===== src/rtl/stream_mux_pkg.sv =====
// Shared constants for the stream multiplexer: mode encodings and default geometry.
package stream_mux_pkg;

    localparam int unsigned DEF_NUM_IN = 4;
    localparam int unsigned DEF_WIDTH  = 8;
    localparam int unsigned DEF_SEL_W  = 2;

    localparam logic MODE_SEL = 1'b0;
    localparam logic MODE_RR  = 1'b1;

    // Channel index reached by stepping 'off' positions past 'base', modulo n.
    function automatic int unsigned wrap_idx(input int unsigned base,
                                             input int unsigned off,
                                             input int unsigned n);
        return (base + off) % n;
    endfunction

endpackage


===== src/rtl/stream_mux_rr_arbiter.sv =====
// Combinational round-robin arbiter: picks the first requester after ptr, wrapping modulo NUM_IN.
module rr_arbiter
    import stream_mux_pkg::*;
#(
    parameter int unsigned NUM_IN = DEF_NUM_IN,
    parameter int unsigned SEL_W  = DEF_SEL_W
) (
    input  logic [NUM_IN-1:0] req,
    input  logic [SEL_W-1:0]  ptr,
    input  logic              enable,
    output logic [NUM_IN-1:0] grant_c,
    output logic [SEL_W-1:0]  grant_idx_c,
    output logic              grant_valid_c
);

    int unsigned cand;

    // Search ptr+1 .. ptr+NUM_IN; the last step revisits ptr itself.
    always_comb begin
        grant_c       = '0;
        grant_idx_c   = '0;
        grant_valid_c = 1'b0;
        cand          = 0;
        for (int unsigned k = 1; k <= NUM_IN; k++) begin
            cand = wrap_idx(32'(ptr), k, NUM_IN);
            if (enable && !grant_valid_c && req[cand]) begin
                grant_valid_c = 1'b1;
                grant_idx_c   = SEL_W'(cand);
                grant_c[cand] = 1'b1;
            end
        end
    end

endmodule


===== src/rtl/stream_mux.sv =====
// N-input valid/ready multiplexer with explicit-select or round-robin arbitration
// feeding a one-entry registered output stage.
module stream_mux
    import stream_mux_pkg::*;
#(
    parameter int unsigned NUM_IN = DEF_NUM_IN,
    parameter int unsigned WIDTH  = DEF_WIDTH,
    parameter int unsigned SEL_W  = DEF_SEL_W
) (
    input  logic                    clk,
    input  logic                    reset,
    input  logic                    rr_mode,
    input  logic [SEL_W-1:0]        sel,
    input  logic [NUM_IN-1:0]       in_valid,
    input  logic [NUM_IN*WIDTH-1:0] in_data,
    output logic [NUM_IN-1:0]       in_ready,
    output logic                    out_valid,
    output logic [WIDTH-1:0]        out_data,
    output logic [SEL_W-1:0]        out_chan,
    input  logic                    out_ready
);

    logic [SEL_W-1:0]  rr_ptr;

    logic [NUM_IN-1:0] arb_grant_c;
    logic [SEL_W-1:0]  arb_idx_c;
    logic              arb_valid_c;

    logic              sel_hit_c;
    logic [NUM_IN-1:0] grant_oh_c;
    logic [SEL_W-1:0]  grant_idx_c;
    logic              grant_valid_c;
    logic              can_load_c;
    logic              xfer_c;

    rr_arbiter #(
        .NUM_IN (NUM_IN),
        .SEL_W  (SEL_W)
    ) u_arb (
        .req           (in_valid),
        .ptr           (rr_ptr),
        .enable        (rr_mode == MODE_RR),
        .grant_c       (arb_grant_c),
        .grant_idx_c   (arb_idx_c),
        .grant_valid_c (arb_valid_c)
    );

    // Select mode: an out-of-range index simply grants nothing.
    always_comb begin
        sel_hit_c = 1'b0;
        if (32'(sel) < NUM_IN) begin
            sel_hit_c = in_valid[sel];
        end
    end

    always_comb begin
        grant_oh_c    = '0;
        grant_idx_c   = '0;
        grant_valid_c = 1'b0;
        if (rr_mode == MODE_RR) begin
            grant_oh_c    = arb_grant_c;
            grant_idx_c   = arb_idx_c;
            grant_valid_c = arb_valid_c;
        end else if (sel_hit_c) begin
            grant_oh_c    = NUM_IN'(1) << sel;
            grant_idx_c   = sel;
            grant_valid_c = 1'b1;
        end
    end

    // The output slot may refill in the same cycle it drains.
    assign can_load_c = !out_valid || out_ready;
    assign xfer_c     = can_load_c && grant_valid_c && !reset;
    assign in_ready   = xfer_c ? grant_oh_c : '0;

    always_ff @(posedge clk) begin
        if (reset) begin
            out_valid <= 1'b0;
            out_data  <= '0;
            out_chan  <= '0;
            rr_ptr    <= SEL_W'(NUM_IN - 1);
        end else if (xfer_c) begin
            out_valid <= 1'b1;
            out_data  <= in_data[32'(grant_idx_c)*WIDTH +: WIDTH];
            out_chan  <= grant_idx_c;
            rr_ptr    <= grant_idx_c;
        end else if (out_ready) begin
            out_valid <= 1'b0;
        end
    end

endmodule


===== config.mk =====
export PLATFORM = sky130hd
export DESIGN_NAME = stream_mux
export DESIGN_NICKNAME = d
export VERILOG_FILES = /design/src/rtl/stream_mux_pkg.sv /design/src/rtl/stream_mux_rr_arbiter.sv /design/src/rtl/stream_mux.sv
export SDC_FILE = /design/constraint.sdc
export NUM_CORES = 1
export LEC_CHECK = 0
export CAP_MARGIN = 30
export CORE_MARGIN = 2
export CORE_UTILIZATION = 46
export CTS_CLUSTER_SIZE = 40
export DETAILED_ROUTE_END_ITERATION = 12
export PLACE_DENSITY = 0.91
export SLEW_MARGIN = 0
export SYNTH_ARGS = -nofsm -noshare
export SYNTH_HDL_FRONTEND = slang
export SYNTH_SLANG_ARGS = --single-unit

===== constraint.sdc =====
create_clock -name clk -period 5.75 [get_ports clk]
set_clock_uncertainty 0.1 [all_clocks]
set_input_delay 1.15 -clock clk [delete_from_list [all_inputs] [get_ports clk]]
set_output_delay 1.15 -clock clk [all_outputs]
set_load 0.02 [all_outputs]

Word level (Yosys, flattened, before mapping):

Cells that the tools add are included.

* add/sub/neg operators: 4
* $lt $le $gt $ge: 9
* shift-type cells: 2
* multiplexer cells: 39
* bitwise operators: 3
* reduce and logical (&&, ||, !) cells: 20

Operators with widths (count)
* 32-bit by 6-bit indexed part select with 8-bit output: 1
* 4-bit two-way mux: 7
* 1-bit two-way mux: 17
* 2-bit by 3-bit < comparator with 1-bit output (second input constant): 5
* 1-bit logical AND: 13
* 2-bit two-way mux: 6
* 4-bit bitwise OR: 3
* 1-bit binary-select mux with 2-bit select: 5
* 1-bit demux with 2-bit select: 4
* 2-bit by 1-bit greater-or-equal comparator with 1-bit output (second input constant): 4
* 1-bit zero test: 5
* 2-bit by 1-bit adder with 2-bit output (second input constant): 2
* 2-bit adder (second input constant): 2
* 1-bit by 2-bit left shift with 4-bit output (first input constant): 1
* 2-bit nonzero test: 1
* 1-bit logical OR: 1

* bits in registers: 13
* input bits: 42
* output and inout bits: 15
* logic and storage cells: 81

Depth between registers and ports, before layout:

Gate-level depths: netlist of run 1.

* depth in word-level cells: 21
* depth in mapped cells: 13
* mapped depth without buffers: 8

Hierarchy:

A second synthesis of run 1 with hierarchy kept.

* cells, all modules: 182
* area, all modules: 1526.5 um^2

By module, submodules not included
* stream_mux: times used 1, cells each 112, area each 972.2 um^2, seq. area each 260.2 um^2
* rr_arbiter: times used 1, cells each 70, area each 554.3 um^2, seq. area each 0.0 um^2

Worst setup path before layout of run 1:

OpenSTA, ideal clock, no wires.

* path kind: input to output
* start point: in in_valid[2]
* end point: out in_ready[0]
* data arrival time: 2735 ps
* data required time: 4500 ps
* slack: 1765 ps
* stages on the path: 7
* buffers on the path: 1
* path through: buf_2 mux4_2 nand2b_1 nor2b_1 a221o_1 a21oi_1 nor2_1

* cells in the longest elaborated chain, start to end: 20
* elaborated cells on any way between the ends: 38
* those cells by class: mux: 23; bitwise: 3; reduce/logical: 12

Ends and longest elaborated chain
* start: declaration: line stream_mux.sv:14 `input logic [NUM_IN-1:0] in_valid,`
* 1-bit binary-select mux with 2-bit select: line stream_mux_rr_arbiter.sv:26 `if (enable && !grant_valid_c && req[cand]) begin`
* 1-bit two-way mux (not written as such): line stream_mux_rr_arbiter.sv:26
* 1-bit logical AND: line stream_mux_rr_arbiter.sv:26
* 1-bit two-way mux: line stream_mux_rr_arbiter.sv:26
* 1-bit zero test: line stream_mux_rr_arbiter.sv:26
* 1-bit logical AND (2 in a row): line stream_mux_rr_arbiter.sv:26
* 1-bit two-way mux: line stream_mux_rr_arbiter.sv:26
* 1-bit zero test: line stream_mux_rr_arbiter.sv:26
* 1-bit logical AND (2 in a row): line stream_mux_rr_arbiter.sv:26
* 1-bit two-way mux: line stream_mux_rr_arbiter.sv:26
* 1-bit zero test: line stream_mux_rr_arbiter.sv:26
* 1-bit logical AND (2 in a row): line stream_mux_rr_arbiter.sv:26
* 1-bit two-way mux: line stream_mux_rr_arbiter.sv:26
* 1-bit two-way mux: line stream_mux.sv:60 `if (rr_mode == MODE_RR) begin`
* 1-bit logical AND (2 in a row): line stream_mux.sv:73 `assign xfer_c = can_load_c && grant_valid_c && !reset;`
* 4-bit two-way mux *: line stream_mux.sv:74 `assign in_ready = xfer_c ? grant_oh_c : '0;`
* end: declaration: line stream_mux.sv:16 `output logic [NUM_IN-1:0] in_ready,`

Mark *: on every way between the ends. The rest lies on a longest branch, timed or not. The select of a mux whose other input is x is not followed.

Final worst setup path of run 1:

* start point: in in_valid[3]
* end point: out in_ready[1]

The elaborated chain is that of the path after synthesis.

==> results of run 1 <==
==> cell type report <==
| type | count | area [um^2] | share of cell area [%] |
|---|---|---|---|
| multi-input combinational | 117 | 985 | 52.0 |
| sequential | 13 | 260 | 13.7 |
| clock buffer | 4 | 26.3 | 1.39 |
| tap | 31 | 38.8 | 2.05 |
| inverter | 6 | 22.5 | 1.19 |
| timing repair buffer | 56 | 561 | 29.6 |
==> worst max path at each step <==
stage / startpoint / depth (start not counted) / slack (ns) / end
3_3_place_gp: in_valid[3] / 6 / 0.74 / in_ready[0]
2_1_floorplan: in_valid[2] / 7 / 1.76 / in_ready[0]
4_1_cts: in_valid[3] / 6 / 0.64 / in_ready[1]
5_1_grt: in_valid[3] / 6 / 0.48 / in_ready[3]
3_5_place_dp: in_valid[3] / 6 / 0.67 / in_ready[1]
6_report: in_valid[3] / 6 / 0.63 / in_ready[1]
==> cells in the final DEF, fill, tap and decap left out, drive strengths merged, types with 6 or more instances in the layout <==
| cell type | count |
|---|---|
| nand2 | 8 |
| nor2 | 10 |
| mux2i | 22 |
| nor2b | 9 |
| o221ai | 9 |
| clkdlybuf4s50 | 56 |
| inv | 6 |
| a21oi | 10 |
| dfxtp | 13 |
| ha | 8 |
==> logic make-up (layout without fill, tap and decap cells) <==
kind of cell / count (synthesis) / after routing
flops: 13 / 13
buf+inv: 20 / 66
fa+ha+maj: 8 / 8
mux: 27 / 27
compound gates: 39 / 39
simple gates: 43 / 43
==> worst max-delay path: stages <==
cell	delay, ns
clkdlybuf4s50_1	0.62
mux4_2	0.57
a211o_1	0.31
o221ai_2	0.54
nor2_1	0.12
clkdlybuf4s50_1	0.56
==> synth_stat cells, drive strengths merged (2+ instances only) <==
cell type   n  area share [%]
mux2i      22              16
dfxtp      13              19
buf        11             6.8
a21oi      10             4.5
nor2       10             3.3
nor2b       9             4.6
o221ai      9             6.2
ha          8             7.3
nand2       8             2.2
inv         6             1.6
a221o       4             2.9
a22o        4             2.6
mux4        4             6.6
clkbuf      3            0.82
nor3        3             1.5
o21ai       3             1.1
a211o       2             1.3
and2        2            0.91
nand2b      2            0.91
nand3       2            0.73
==> power by group through the flow <==
stage          clock (uW)  combinational [uW]  sequential (uW)
2_1_floorplan           0                 208              147
3_3_place_gp            0                 290              136
3_5_place_dp            0                 296              137
4_1_cts              58.1                 298              136
5_1_grt              62.6                 322              140
6_report             56.7                 298              136
==> flip-flops by register name (all words and copies together), names as in the netlist <==
name and count:
out_data 8, out_chan 2, rr_ptr 2, out_valid 1
==> per-stage QoR <==
stage | total power (uW) | hold WS [ns]
floorplan | 354 | 0.462
global placement | 426 | 0.345
detailed placement | 433 | 0.354
CTS | 492 | 0.385
global route | 524 | 0.409
finish | 490 | 0.386
==> metal layers <==
metal	share of wire [%]	routed length [um]	up-vias	track usage [%]
met1	43	1530	607	29.7
li1	-	-	661	-
met4	0.62	22	0	4.87
met5	0	0	-	0
met3	6.4	227	2	3.96
met2	49	1750	55	35.6
==> reports/metrics.cfg, run 1 <==
[route]
dr.pass1.iters = 9
drt_iter0_drc = 53
drc_errors = 2
postRouteAntennaNets = 0
via_count = 1325
wl_mm = 3.53
drt-vias-per-instance = 5.84
drt-wirelength-per-cell_um = 15.5

[worst_setup_path]
r2r_slack_ns = 2.12
critPathLaunchType = input pin
crit_fanout = 13
cp.arrival_ns = 3.87
reg2regPathDepth = 8
cp-end-kind = output port
reg2reg_from = rr_ptr[0]
cp_data_required_time_ns = 4.50
crit_type = in2out
rr_endpoint = out_data[7]

[logic_synthesis]
synth_adder_area_share_pct = 7.29
ys_seq_elements = 13
synthSimpleGateAreaFrac_pct = 18.2
async_reset_ff_share_pct = 0
synth_ff_type = dfxtp_1
syn_inst = 150
yosys_warnings = 0
syn_area_per_cell_um2 = 9.15
postSynthNetCount = 200
syn_area_um2 = 1370
seq_area_frac_synth_pct = 19.0
synthMuxAreaShare_pct = 23.4
synth_top_family_by_area = multiplexers
synth-compound-area-share_pct = 22.8
synth-edff-count = 0
synth_xor_area_share_pct = 0
ys_types = 43

[timing]
worst_pin_slew_ns = 0.959
rsz0062_at_grt = false
setup_viol = 0
report.final.slew_viol_count = 0
tns_ns = 0
period_minus_slack_ns = 5.12
fmax_ghz = 0.195
setup_ws_ns = 0.633
finalCritPeriodShare_pct = 89.0
slew_headroom_pct = 36.1
final_hold_viol_count = 0

[global_route]
grt_max_degree = 20
grtUsageTotal_pct = 21.7
grt-ovfl-total = 0
antenna_found_initial = 0
grt_pass1_wl_mm = 5.84
grt_pass1_vias = 1237

[outcome]
status = finished with violations
violations = design-rule violations

[power_and_ir_drop]
seqPwrFrac_pct = 27.7
power_density_nw_per_um2 = 259
clkPwrFrac_pct = 11.6
p_sw_share_pct = 40.2
leakagePower_uw = 0.000798
vdd_ir_drop_max_v = 0.000159
p_int_uw = 293
netSwitchingPower_uw = 197
combPwrFrac_pct = 60.7

[floorplanning]
core_um2 = 2810
die_height_um = 58.6
dieArea_um2 = 3440
rows = 19
die_w_um = 58.6
start_util_pct = 48.9
io_pins = 57

[place]
dp_cells = 223
io_buffers = 56
gp_congestion = 0.869
hpwl_mm = 2.76
post-place-ws_ns = 0.667
dpl_cell_area_um2 = 1870

[finish]
drive_gt1_share_pct = 7.14
fin_nets = 247
n_antenna_cell = 0
instances_no_fill = 227
finalInstanceArea_um2 = 1890
area_delta_synth_final_pct = 37.9
fin_util_pct = 67.5
nFillCells = 221

[cts]
cts_htree_levels = 1
tritoncts = yes
ctsHoldBuffers = 0
cts_root_buf = clkbuf_4
cts_resized = 0
clock_latency_ns = 0.27
clock_sinks = 13
post-cts-setup-buffer-count = 0
clk_pin_slew_ns = 0.08
cts_max_path_buffers = 2
numCtsBuffers = 3

[worst_hold_path]
hold_path.class = reg2reg
hold_end = out_data[4]
holdPathStages = 2
min_from = out_data[4]

[flow_run]
max_cap_viol_count = 0

Power figures use the tool's default switching activity.
==> run 2: changes to the inputs <==
--- a/config.mk
+++ b/config.mk
@@ -5,7 +5,7 @@
 export SDC_FILE = /design/constraint.sdc
 export NUM_CORES = 1
 export LEC_CHECK = 0
-export CAP_MARGIN = 30
+export CAP_MARGIN = 25
 export CORE_MARGIN = 2
 export CORE_UTILIZATION = 46
 export CTS_CLUSTER_SIZE = 40
==> results of run 2 <==
Final layout, timing and power as in run 1 (identical DEF).
==> RTL edit 1, RTL diff (config.mk and constraints of run 2) <==
The package constant `DEF_SEL_W` goes from 2 to 4.
--- a/src/rtl/stream_mux_pkg.sv
+++ b/src/rtl/stream_mux_pkg.sv
@@ -3,7 +3,7 @@
 
     localparam int unsigned DEF_NUM_IN = 4;
     localparam int unsigned DEF_WIDTH  = 8;
-    localparam int unsigned DEF_SEL_W  = 2;
+    localparam int unsigned DEF_SEL_W  = 4;
 
     localparam logic MODE_SEL = 1'b0;
     localparam logic MODE_RR  = 1'b1;
Interface: changed (resized out_chan and sel); port bits go from 57 to 61. The function was not compared with the original's and may differ.
==> RTL edit 1 against run 2 <==
Critical path type unchanged; first-iteration DRC count is 3.8% higher; largest power group unchanged; worst setup slack got worse by 94 ps; power is 22% lower; sequential cell count grew 2; area after synthesis up 4.8%; design area increased by 6.5%; worst hold slack better by 0.85 ps; final cell count grew 6.2%; synthesized cell count increased by 6.0%; routed wire length is 16% higher; sequential share of layout area grew 1.1 points; largest cell class unchanged; critical endpoint is now in_ready[2].
==> RTL edit 1: results <==
{
  "die_width_um": 59.9,
  "run_status": "completed",
  "register_area_um2": 300,
  "drt-vias-per-instance": 6.30,
  "multiin_comb": 124,
  "n_all_inverters": 3,
  "place.gp.congestion": 0.846,
  "multi_input_area_share_pct": 50.6,
  "stdcell_count": 241,
  "met3_usage_pct": 3.46,
  "global_route_met2_usage_pct": 39.1,
  "totalWireLength_mm": 4.09,
  "use_met1_pct": 28.9,
  "crit_start": "in_valid[1]",
  "number_of_synthesized_register_bits": 15,
  "clk_pin_slew_worst_paths_ps": 100,
  "syn_inst_count": 159,
  "track_usage_pct": 22.7,
  "final-nonclk-buf-share_pct": 30.5,
  "post_route_cells_drive_above_1_share_pct": 8.17,
  "met1Wirelength_mm": 1.76,
  "reg2reg_to": "out_data[5]$_SDFFE_PP0P_",
  "synth_common_cells": "sky130_fd_sc_hd__nand4_1 (16), sky130_fd_sc_hd__dfxtp_1 (15), sky130_fd_sc_hd__mux2i_1 (15), sky130_fd_sc_hd__nor2_1 (15)",
  "fin_area_mm2": 0.00202,
  "synth_fp_nets": 211,
  "port_buffers": 60,
  "fill_cells": 256,
  "clock_buffers": 3,
  "final-clk-cell-share_pct": 1.36,
  "clkLatencyLatePin_ps": 290,
  "synth_seq_area_share_pct": 20.9
}
-- RTL edit 1: cell types whose count changed after synthesis, sizes merged, moves of 3 or more --
cell / delta
a21oi: -10
a22oi: +4
clkbuf: +5
inv: -3
mux2: +3
mux2i: -7
nand2: -8
nand3: +6
nand4: +16
nor2: +5
nor2b: -6
o2111ai: +7
o221ai: -9
-- RTL edit 1: worst max-delay path, stage by stage --
cell and delay, ps:
sky130_fd_sc_hd__clkdlybuf4s50_1 570, sky130_fd_sc_hd__mux4_2 640, sky130_fd_sc_hd__nor4b_4 520, sky130_fd_sc_hd__a221o_1 230, sky130_fd_sc_hd__a22oi_1 60, sky130_fd_sc_hd__nor2_1 150, sky130_fd_sc_hd__clkdlybuf4s50_1 630
-- RTL edit 1: power by group --
part	total, µW	leakage, µW	internal [µW]	switching (µW)
Clock	60.0	0.0000177	25.9	34.2
Combinational	196	0.000616	97.7	98.4
Sequential	124	0.000124	116	7.71
Total	380	0.000757	240	140
==> RTL edit 2, RTL diff (config.mk and constraints of run 2) <==
Made on the original files. Make the reset (`reset`) asynchronous in one clocked block.
--- a/src/rtl/stream_mux.sv
+++ b/src/rtl/stream_mux.sv
@@ -73,7 +73,7 @@
     assign xfer_c     = can_load_c && grant_valid_c && !reset;
     assign in_ready   = xfer_c ? grant_oh_c : '0;
 
-    always_ff @(posedge clk) begin
+    always_ff @(posedge clk or posedge reset) begin
         if (reset) begin
             out_valid <= 1'b0;
             out_data  <= '0;
Function: differs if reset is asserted again (counterexample within 4 cycles, from zero or initial values and one cycle with reset high); with reset held inactive, the same outputs for 10 cycles.
==> RTL edit 2 against run 2 <==
Worst setup slack got worse by 36 ps; design area increased by 4.2%; register-to-register slack got worse by 40 ps; routed wire length up 9.1%; sequential cell count unchanged; global-route usage up 1.3 points; final cell count is 0.88% lower; area after synthesis up 3.6%; power up 49%; worst hold slack improved by 12 ps; critical endpoint unchanged; highest routed layer unchanged.
==> RTL edit 2: results <==
{
  "run_status": "completed",
  "crit_start": "in_valid[3]",
  "firstDrtPassIters": 5,
  "remaining_drc_errors": 0,
  "n_antenna_cell": 0,
  "ys_async_sr_fraction_pct": 100,
  "critical-path-top-delay-family": "buffers and inverters",
  "critical-path-max-stage-delay_ps": 650,
  "synth_common_cells": "sky130_fd_sc_hd__mux2i_1 (19), sky130_fd_sc_hd__nand2_1 (13), sky130_fd_sc_hd__dfrtp_1 (11)",
  "synthesis.yosys.warnings": 0,
  "reg2reg_to": "out_data[2]$_DFFE_PP0P_",
  "launching_point_of_the_worst_reg2reg_path": "rr_ptr[0]$_DFFE_PP1P_",
  "synth_fp_nets": 194,
  "total_leakage_power_uw": 0.000840,
  "worst_hold_startpoint": "out_chan[1]$_DFFE_PP0P_",
  "totalNegativeSetupSlack_ps": 0,
  "yosys.cell_types.count": 43,
  "antenna_found_initial": 0,
  "port_buffers": 56,
  "grt_pass1_wl_mm": 6.15,
  "max_slew_margin_pct": 41.2,
  "hpwl_after_dpl_mm": 2.99,
  "synth_seq_area_share_pct": 23.0,
  "r2r_setup_slack_ps": 2080,
  "timing.hold.worst_endpoint": "out_chan[1]$_DFFE_PP0P_",
  "place.gp.congestion": 0.911,
  "hold_path_depth": 1,
  "worstPathMaxFanout": 11,
  "post_cts.repair.setup_buffers": 0,
  "rr_worst_depth": 8,
  "synthTopCellsByArea": "sky130_fd_sc_hd__dfrtp_1 (19%), sky130_fd_sc_hd__mux2i_1 (13%), sky130_fd_sc_hd__ha_1 (7.0%)",
  "cts_made_buffers": 3,
  "drt-vias-per-instance": 6.40,
  "reg_top3": "out_data: 8 flops, out_chan: 2 flops, rr_ptr: 2 flops",
  "fin_nets": 243,
  "clockBufferDepth": 2,
  "worst_path_max_delay_cell": "sky130_fd_sc_hd__clkdlybuf4s50_1",
  "ir_drop_uv": 221,
  "fill_cells": 224,
  "track_usage_pct": 22.9,
  "clock-root-buffer": "sky130_fd_sc_hd__clkbuf_4",
  "clkLatencyLatePin_ps": 280,
  "clock_tree.htree_level_count": 1,
  "initialDrtViolationCount": 95,
  "worst_min_delay_path_category": "register to register",
  "ctsResizeCount": 0,
  "via_count_of_the_first_global_routing_pass": 1396,
  "clk_pin_slew_worst_paths_ps": 70,
  "totalWireLength_mm": 3.85,
  "intPower_uw": 409,
  "post_route_cells_drive_above_1_share_pct": 10.9,
  "grt_start_max_net_pins": 18,
  "synth_ff_type": "sky130_fd_sc_hd__dfrtp_1"
}
## RTL edit 2: changes by cell type after synthesis, moves of 4 or more
cell | run 2 | this run
sky130_fd_sc_hd__a31oi_1 | 0 | 7
sky130_fd_sc_hd__a211oi_1 | 0 | 4
sky130_fd_sc_hd__a222oi_1 | 0 | 4
sky130_fd_sc_hd__nor2b_1 | 8 | 4
sky130_fd_sc_hd__dfrtp_1 | 0 | 11
sky130_fd_sc_hd__mux2_2 | 1 | 5
sky130_fd_sc_hd__nor2_1 | 9 | 4
sky130_fd_sc_hd__dfxtp_1 | 13 | 0
sky130_fd_sc_hd__nand2_1 | 8 | 13
sky130_fd_sc_hd__a21oi_1 | 9 | 3
## RTL edit 2: kinds of logic (layout without fill, tap and decap cells)
kind of cell               Yosys count  in the layout  share of synthesized area, %
AOI/OAI and AO/OA                   45             45                          27.4
adders and majority gates            8              8                          7.04
buffers and inverters               19             67                          7.65
DFF                                 13             13                          23.0
muxes                               28             28                          23.4
and+or+nand+nor                     31             31                          11.4
## RTL edit 2: layer usage
metal | vias up | GRT usage (%) | routed length [µm]
met2 | 79 | 39.4 | 1910
li1 | 660 | - | -
met5 | - | 0 | 0
met3 | 14 | 3.49 | 310
met4 | 0 | 13.3 | 129
met1 | 686 | 26.9 | 1500
## RTL edit 2: worst max-delay path by stage
stage	to	slack, ps	depth (start not counted)
floorplan	in_ready[0]	1550	7
global placement	in_ready[1]	740	7
detailed placement	in_ready[1]	620	7
CTS	in_ready[1]	620	7
global route	in_ready[2]	510	8
finish	in_ready[1]	600	7
## RTL edit 2: power groups by stage
stage | Sequential (µW) | Combinational [µW] | Clock [µW]
2_1_floorplan | 205 | 322 | 0
3_3_place_gp | 181 | 475 | 0
3_5_place_dp | 183 | 490 | 0
4_1_cts | 183 | 492 | 59.0
5_1_grt | 188 | 532 | 61.2
6_report | 183 | 493 | 57.0
## RTL edit 2: layout make-up
cell class / count / area share [%]
Clock buffer: 4 / 1.33
Inverter: 6 / 1.14
Multi-Input combinational cell: 112 / 50.0
Sequential cell: 13 / 16.6
Tap cell: 33 / 2.09
Timing Repair Buffer: 57 / 28.8
## RTL edit 2: per-stage QoR
step	utilization, %	hold WS (ps)	setup WS (ps)	area [µm²]	cells
floorplan	-	492	1550	1420	144
global placement	64.8	375	741	1950	221
detailed placement	64.8	383	622	1950	221
CTS	65.7	404	615	1970	225
global route	65.7	418	507	1970	225
finish	65.7	398	597	1970	225
